<file path="config.mk">
export PLATFORM = sky130hd
export DESIGN_NAME = apb_master
export DESIGN_NICKNAME = d
export VERILOG_FILES = /design/src/rtl/apb_master_pkg.sv /design/src/rtl/apb_master_seq.sv /design/src/rtl/apb_master.sv
export SDC_FILE = /design/constraint.sdc
export NUM_CORES = 1
export LEC_CHECK = 0
export CAP_MARGIN = 10
export CORE_UTILIZATION = 55
export DETAILED_ROUTE_END_ITERATION = 7
export GPL_TIMING_DRIVEN = 0
export PLACE_DENSITY = 0.85
export SYNTH_ARGS = -nofsm -noshare
export SYNTH_HDL_FRONTEND = slang
export SYNTH_SLANG_ARGS = --single-unit
</file>
<file path="constraint.sdc">
create_clock -name PCLK -period 6 [get_ports PCLK]
set_input_delay 0.9 -clock PCLK [delete_from_list [all_inputs] [get_ports PCLK]]
set_output_delay 0.9 -clock PCLK [all_outputs]
set_load 0.02 [all_outputs]
</file>
<file path="src/rtl/apb_master_pkg.sv">
// ============================================================================
// Module     : apb_master_pkg
// Description: Shared types and default constants for the APB requester.
//              Optional feature macro: APB_MASTER_ERR_HOLD_EN
// Revision   : 1.0 - initial release
// ============================================================================
`default_nettype none

package apb_master_pkg;

   typedef enum logic [1:0] {
      IDLE   = 2'd0,
      SETUP  = 2'd1,
      ACCESS = 2'd2
   } apb_state_e;

   localparam logic [31:0] DEF_BASE_ADDR = 32'h0000_0000;
   localparam int unsigned DEF_ADDR_STEP = 4;
   localparam logic [31:0] DEF_DATA_SEED = 32'h1234_5678;

`ifdef APB_MASTER_ERR_HOLD_EN
   localparam bit ERR_HOLD_EN = 1'b1;
`else
   localparam bit ERR_HOLD_EN = 1'b0;
`endif

endpackage

`default_nettype wire

</file>
<file path="src/rtl/apb_master_seq.sv">
// ============================================================================
// Module     : apb_master_seq
// Description: Write/readback sequence counters (phase ph, pair index n) and
//              the address/data/direction of the transfer to issue next.
//              Optional feature macro: APB_MASTER_ERR_HOLD_EN
// Revision   : 1.0 - initial release
// ============================================================================
`default_nettype none

module apb_master_seq
   import apb_master_pkg::*;
#(
   parameter int unsigned       ADDR_W    = 32,
   parameter int unsigned       DATA_W    = 32,
   parameter logic [ADDR_W-1:0] BASE_ADDR = ADDR_W'(DEF_BASE_ADDR),
   parameter int unsigned       ADDR_STEP = DEF_ADDR_STEP,
   parameter logic [DATA_W-1:0] DATA_SEED = DATA_W'(DEF_DATA_SEED)
) (
   input  logic              clk,
   input  logic              rst_n,
   input  logic              advance,
   input  logic              err,
   output logic [ADDR_W-1:0] next_addr,
   output logic [DATA_W-1:0] next_wdata,
   output logic              next_write
);

   localparam int unsigned N_W = (ADDR_W > DATA_W) ? ADDR_W : DATA_W;

   logic           ph_q;
   logic           ph_d;
   logic [N_W-1:0] n_q;
   logic [N_W-1:0] n_d;
   logic           step;
   logic [N_W-1:0] addr_full;
   logic [N_W-1:0] data_full;

   assign step = advance & ~(ERR_HOLD_EN & err);

   always_comb begin
      ph_d = ph_q;
      n_d  = n_q;
      if (step) begin
         ph_d = ~ph_q;
         if (ph_q) begin
            n_d = n_q + N_W'(1);
         end
      end
   end

   // Outputs follow the post-completion counters so a back-to-back SETUP
   // loads the advanced transfer on the same edge that completes the last.
   assign addr_full  = N_W'(BASE_ADDR) + n_d * N_W'(ADDR_STEP);
   assign data_full  = N_W'(DATA_SEED) + n_d;
   assign next_addr  = addr_full[ADDR_W-1:0];
   assign next_wdata = data_full[DATA_W-1:0];
   assign next_write = ~ph_d;

   always_ff @(posedge clk or negedge rst_n) begin
      if (!rst_n) begin
         ph_q <= 1'b0;
         n_q  <= '0;
      end else begin
         ph_q <= ph_d;
         n_q  <= n_d;
      end
   end

endmodule

`default_nettype wire

</file>
<file path="src/rtl/apb_master.sv">
// ============================================================================
// Module     : apb_master
// Description: APB3 requester issuing an incrementing write-then-readback
//              sequence, one transfer per start request.
//              Optional feature macro: APB_MASTER_ERR_HOLD_EN
// Revision   : 1.0 - initial release
// ============================================================================
`default_nettype none

module apb_master
   import apb_master_pkg::*;
#(
   parameter int unsigned       ADDR_W    = 32,
   parameter int unsigned       DATA_W    = 32,
   parameter logic [ADDR_W-1:0] BASE_ADDR = ADDR_W'(DEF_BASE_ADDR),
   parameter int unsigned       ADDR_STEP = DEF_ADDR_STEP,
   parameter logic [DATA_W-1:0] DATA_SEED = DATA_W'(DEF_DATA_SEED)
) (
   input  logic              PCLK,
   input  logic              PRESET,
   input  logic              ctl_fsm,
   output logic [ADDR_W-1:0] PADDR,
   output logic [DATA_W-1:0] PWDATA,
   output logic              PWRITE,
   output logic              PSEL,
   output logic              PENABLE,
   input  logic [DATA_W-1:0] PRDATA,
   input  logic              PREADY,
   input  logic              PSLVERR
);

   apb_state_e        state;
   logic [DATA_W-1:0] rdata_q;
   logic              err_q;
   logic              done;
   logic              start;
   logic [ADDR_W-1:0] next_addr;
   logic [DATA_W-1:0] next_wdata;
   logic              next_write;
   logic              unused_status;

   assign done  = (state == ACCESS) && PREADY;
   assign start = ctl_fsm && ((state == IDLE) || done);

   // Capture registers have no port; this keeps them read for lint.
   assign unused_status = ^{rdata_q, err_q};

   apb_master_seq #(
      .ADDR_W    (ADDR_W),
      .DATA_W    (DATA_W),
      .BASE_ADDR (BASE_ADDR),
      .ADDR_STEP (ADDR_STEP),
      .DATA_SEED (DATA_SEED)
   ) u_seq (
      .clk        (PCLK),
      .rst_n      (PRESET),
      .advance    (done),
      .err        (PSLVERR),
      .next_addr  (next_addr),
      .next_wdata (next_wdata),
      .next_write (next_write)
   );

   always_ff @(posedge PCLK or negedge PRESET) begin
      if (!PRESET) begin
         state   <= IDLE;
         PSEL    <= 1'b0;
         PENABLE <= 1'b0;
         PWRITE  <= 1'b0;
         PADDR   <= BASE_ADDR;
         PWDATA  <= DATA_SEED;
         rdata_q <= '0;
         err_q   <= 1'b0;
      end else begin
         case (state)
            IDLE: begin
               if (ctl_fsm) begin
                  state <= SETUP;
                  PSEL  <= 1'b1;
               end
            end
            SETUP: begin
               state   <= ACCESS;
               PENABLE <= 1'b1;
            end
            ACCESS: begin
               if (PREADY) begin
                  err_q   <= PSLVERR;
                  PENABLE <= 1'b0;
                  if (!PWRITE && !(ERR_HOLD_EN && PSLVERR)) begin
                     rdata_q <= PRDATA;
                  end
                  if (ctl_fsm) begin
                     state <= SETUP;
                  end else begin
                     state <= IDLE;
                     PSEL  <= 1'b0;
                  end
               end
            end
            default: begin
               state   <= IDLE;
               PSEL    <= 1'b0;
               PENABLE <= 1'b0;
            end
         endcase

         // Read transfers keep the previous write data on PWDATA.
         if (start) begin
            PADDR  <= next_addr;
            PWRITE <= next_write;
            if (next_write) begin
               PWDATA <= next_wdata;
            end
         end
      end
   end

endmodule

`default_nettype wire

</file>
## Word level (Yosys, flattened, before mapping)

Index checks and enable logic that the tools add are counted.

- Output and inout bits: 67
- Bits of input ports: 37
- Flip-flop bits (word level): 100

- Muxes and demuxes: 13
- $add $sub $neg: 2
- Bitwise gates (word level): 4
- Reductions and logical operators: 8
- Equal/unequal tests: 5

Operator list:

| kind | count |
|---|---|
| $mux W32 | 2 |
| $add A29 B32 Y32 const A | 1 |
| $add A32 B1 Y32 const B | 1 |
| $mux W1 | 6 |
| $ne A2 B2 Y1 const B | 3 |
| $pmux W1 S3 | 2 |
| $pmux W2 S3 | 1 |
| $reduce_and A2 Y1 | 3 |
| $mux W2 | 2 |
| $not A1 Y1 | 4 |
| $reduce_and A4 Y1 | 1 |
| $eq A2 B1 Y1 const B | 1 |
| $eq A2 B2 Y1 const B | 1 |
| $logic_and A1 B1 Y1 | 2 |
| $logic_not A2 Y1 | 1 |
| $logic_or A1 B1 Y1 | 1 |

## Depth between registers and ports, before layout

- Depth in word-level cells: 5
- Gate-level depth with buffers: 12

## Hierarchy

Synthesis repeated with hierarchy kept, for this count alone.

- Cell total of the unflattened synthesis: 479
- Area total of the unflattened synthesis: 5,530.3 sq um

Modules (own cells, without submodules):

| module | seq. area each (sq um) | area an instance (sq um) | cells each | times used |
|---|---|---|---|---|
| apb_master | 1,742.9 | 2,768.9 | 155 | 1 |
| apb_master_seq | 825.8 | 2,761.4 | 324 | 1 |

## Worst setup path before layout

OpenSTA, ideal clock, no wires.

- Kind: in2reg
- Start point: in PREADY
- End point: reg PWDATA[31]
- Path buffers: 1
- Stages on the path: 11
- Setup time: 0.131 ns
- Setup slack: 2.925 ns
- Data required time: 5.869 ns
- Arrival time: 2.944 ns
- Cell sequence: and4b_1 > buf_4 > nand4_1 > xor2_1 > ha_1 > a211oi_4 > o221a_4 > o221ai_2 > a221oi_2 > xnor2_1 > o21ai_1

- Word-level cells in the longest chain between the ends: 4
- Elaborated cells on any way between the ends: 8
- Classes of those cells: add/sub: 1; mux: 2; bitwise: 1; reduce/logical: 4

Ends and longest elaborated chain:

| element | line | source |
|---|---|---|
| start, declared | apb_master.sv:28 | `input logic PREADY,` |
| $logic_and A1 B1 Y1 * | apb_master.sv:42 | `assign done = (state == ACCESS) && PREADY;` |
| branches (longest 3 deep; another with $add A29 B32 Y32) | n/a |  |
| end signal, assigned | apb_master.sv:113 | `PWDATA <= next_wdata;` |
| end, declared | apb_master.sv:23 | `output logic [DATA_W-1:0] PWDATA,` |

Mark *: on every way between the ends.
A chain may end at the register's enable or synchronous reset.

## Worst setup path after layout

- Start point: in PREADY
- End point: reg PWDATA[29]

- Elaborated cells on any way between the ends: 8
- Classes of those cells: add/sub: 1; mux: 2; bitwise: 1; reduce/logical: 4

RTL lines:

| element | line | source |
|---|---|---|
| $logic_and A1 B1 Y1 | apb_master.sv:42 |  |
| $mux W32 | apb_master_seq.sv:43 | `if (step) begin` |
| via next_addr[27] | apb_master.sv:37 | `logic [ADDR_W-1:0] next_addr;` |
| $add A29 B32 Y32 | apb_master_seq.sv:54 | `assign data_full = N_W'(DATA_SEED) + n_d;` |

The timed path passes the listed nets, and every way through them passes these cells.

==> flow_metrics.tcl <==
set metrics [dict create \
    max_freq_mhz 265 \
    critPathCaptureType "flip-flop" \
    avgRoutedWirePerCell_um 16.8 \
    mostFrequentLayoutCells "dfrtp_1 (87), clkdlybuf4s50_1 (67), nor2_1 (51)" \
    synth_xor_area_share_pct 8.71 \
    cp-start-kind "input port" \
    grt_pass1_vias 3683 \
    clock_sinks 100 \
    die_y_um 96.4 \
    r2r_slack_ns 2.65 \
    worstPathMaxFanout 6 \
    outcome "complete, no violations" \
    postCtsSetupBuffers 0 \
    hold_class "in -> async" \
    fp.coreArea_mm2 0.00868 \
    vias_per_cell 5.64 \
    die_x_um 96.4 \
    cts.clk_slew.worst_paths_ns 0.10 \
    clock_latency_ns 0.36 \
    drtIter0Drc 204 \
    ant_nets 0 \
    avgSynthCellArea_um2 9.83 \
    gp_congestion 0.911 \
    ys_ff_latch 100 \
    cts_buffers 9 \
    synth_ff_type "dfrtp_1" \
    rsz0062_at_grt "false" \
    cellPowerDensity_mw_per_mm2 312 \
    synth_area_mm2 0.00490 \
    drcViolationCount 0 \
    finalPower_w 0.00185 \
    muxShareOfSynthArea_pct 1.58 \
    rows 34 \
    wl_um 11700 \
    drive_gt1_share_pct 10.3 \
    synth_cells 498 \
    antenna_found_initial 0 \
    initial_core_util_pct 56.4 \
    io_pins 104 \
    synth_top_family_by_area "simple AND/OR/NAND/NOR gates" \
    finalHoldViolCount 0 \
    worstPathRequired_ns 6.22 \
    irDropWorstVdd_mv 0.199 \
    tns_ns 0 \
    synth_cell_type_count 64 \
    worst_slew_pin_slew_ns 0.631 \
    arrival_ns 4.00 \
    seq_area_frac_synth_pct 51.4 \
    clock_path_buffers 2 \
    synth_enable_flop_cells 0 \
    synth-simple-area-share_pct 19.4 \
    synth_compound_area_share_pct 13.8 \
    port_buffers 68 \
    cts_tree "done" \
    leakage_nw 2.61 \
    finalSetupViolations 0 \
    dpl.hpwl_um 8680 \
    grt_overflow 0 \
    fillers 695 \
    fin_skew_ns 0.0127 \
    dr_total_vias 3903 \
    min_period_ns 3.78 \
    drv_slew 0 \
    max_slew_margin_pct 57.6 \
    first_pass_iters 4 \
    grt_usage_pct 27.1 \
    postCtsResizedCells 0 \
    grt_pass1_wl_um 18600 \
    final_common_cell "dfrtp_1" \
    crit_type "in -> reg" \
    htree_levels 3 \
    synthArstFlopShare_pct 100 \
    nNetsFinal 618 \
    area_delta_synth_final_pct 21.1 \
    cap_violations 0 \
    n_antenna_cell 0 \
    yosysWarnings 0 \
    ctsHoldBuffers 0 \
    grt_max_degree 67 \
    fin_crit_sh_pct 63.0 \
    dieArea_mm2 0.00928 \
    root_buffer "clkbuf_8" \
    synth_fa_ha_area_share_pct 0.511 \
]
[cells by family after synthesis]
kind of cell / count (synthesis)
xor gates and xnor gates: 47
AOI/OAI and AO/OA: 106
and+or+nand+nor: 182
muxes: 7
buffers and inverters: 53
other: 1
DFF: 100
adders and majority gates: 2
[worst paths after layout]
check / from / endpoint / cells after the start
min in group PCLK: PENABLE / PENABLE / 1
min reg2reg: PENABLE / PENABLE / 1
max reg2reg: u_seq.n_q[0] / PWDATA[27] / 11
min: PRESET / PSEL / 1
max in group asynchronous: PRESET / PWDATA[5] / 2
max: PREADY / PWDATA[29] / 11
[cell type report]
type | instances | area [um2] | share of cell area (%)
Sequential cell | 100 | 2520 | 42.5
Multi-Input combinational cell | 346 | 2160 | 36.5
Timing Repair Buffer | 69 | 706 | 11.9
Tap cell | 108 | 135 | 2.28
Clock buffer | 11 | 131 | 2.22
Inverter | 31 | 116 | 1.96
Buffer | 22 | 103 | 1.73
Clock inverter | 5 | 55.1 | 0.929
[flip-flops by register name, summed over array words and instances, names as in the netlist]
name	count
PADDR	30
state	2
PENABLE	1
PSEL	1
PWDATA	32
u_seq.ph_q	1
u_seq.n_q	32
PWRITE	1
[synth_stat cells (11+ instances only)]
library cell,instances,share of area [%]
dfrtp_1,87,44
nor2_1,51,3.9
nand2_1,37,2.8
a21oi_1,36,3.7
xnor2_1,33,5.9
o21ai_0,31,3.2
inv_1,29,2.2
nand3_1,21,2.1
nand4_1,15,1.9
dfstp_2,13,7.0
xor2_1,12,2.1
and3_1,11,1.4
clkbuf_1,11,0.84
[power by group]
group          switching (W)  internal, W
sequential         0.0000716     0.000801
clock               0.000225     0.000192
combinational       0.000321     0.000241
total               0.000618      0.00123
[worst max-delay path: stages]
cell,delay (ns)
clkdlybuf4s50_1,0.58
and4b_1,0.36
nand2_1,0.17
nor3_4,0.36
nand3_1,0.17
xor2_1,0.46
inv_1,0.14
a21oi_1,0.40
o41ai_2,0.16
xnor2_1,0.21
o21ai_1,0.08
[routing by layer]
layer  global-route usage (%)  wire [um]  up-vias
met3                     4.74        615       15
met1                     39.3       5480     1881
met4                     7.84        180        0
met2                     41.7       5380      123
li1                         -          -     1884
met5                        0          0        -
[stage by stage]
step | hold slack, ns | setup slack, ns | area, um2 | utilization [%] | instances
floorplan | 0.462 | 2.92 | 4900 | - | 499
global route | 0.498 | 1.97 | 5930 | 68.3 | 692
global placement | 0.465 | 0.492 | 5720 | 65.9 | 675
finish | 0.479 | 2.22 | 5930 | 68.3 | 692
detailed placement | 0.466 | 1.88 | 5740 | 66.1 | 676
CTS | 0.486 | 2.25 | 5930 | 68.3 | 692
No activity file was read; power rests on OpenSTA's default activity.
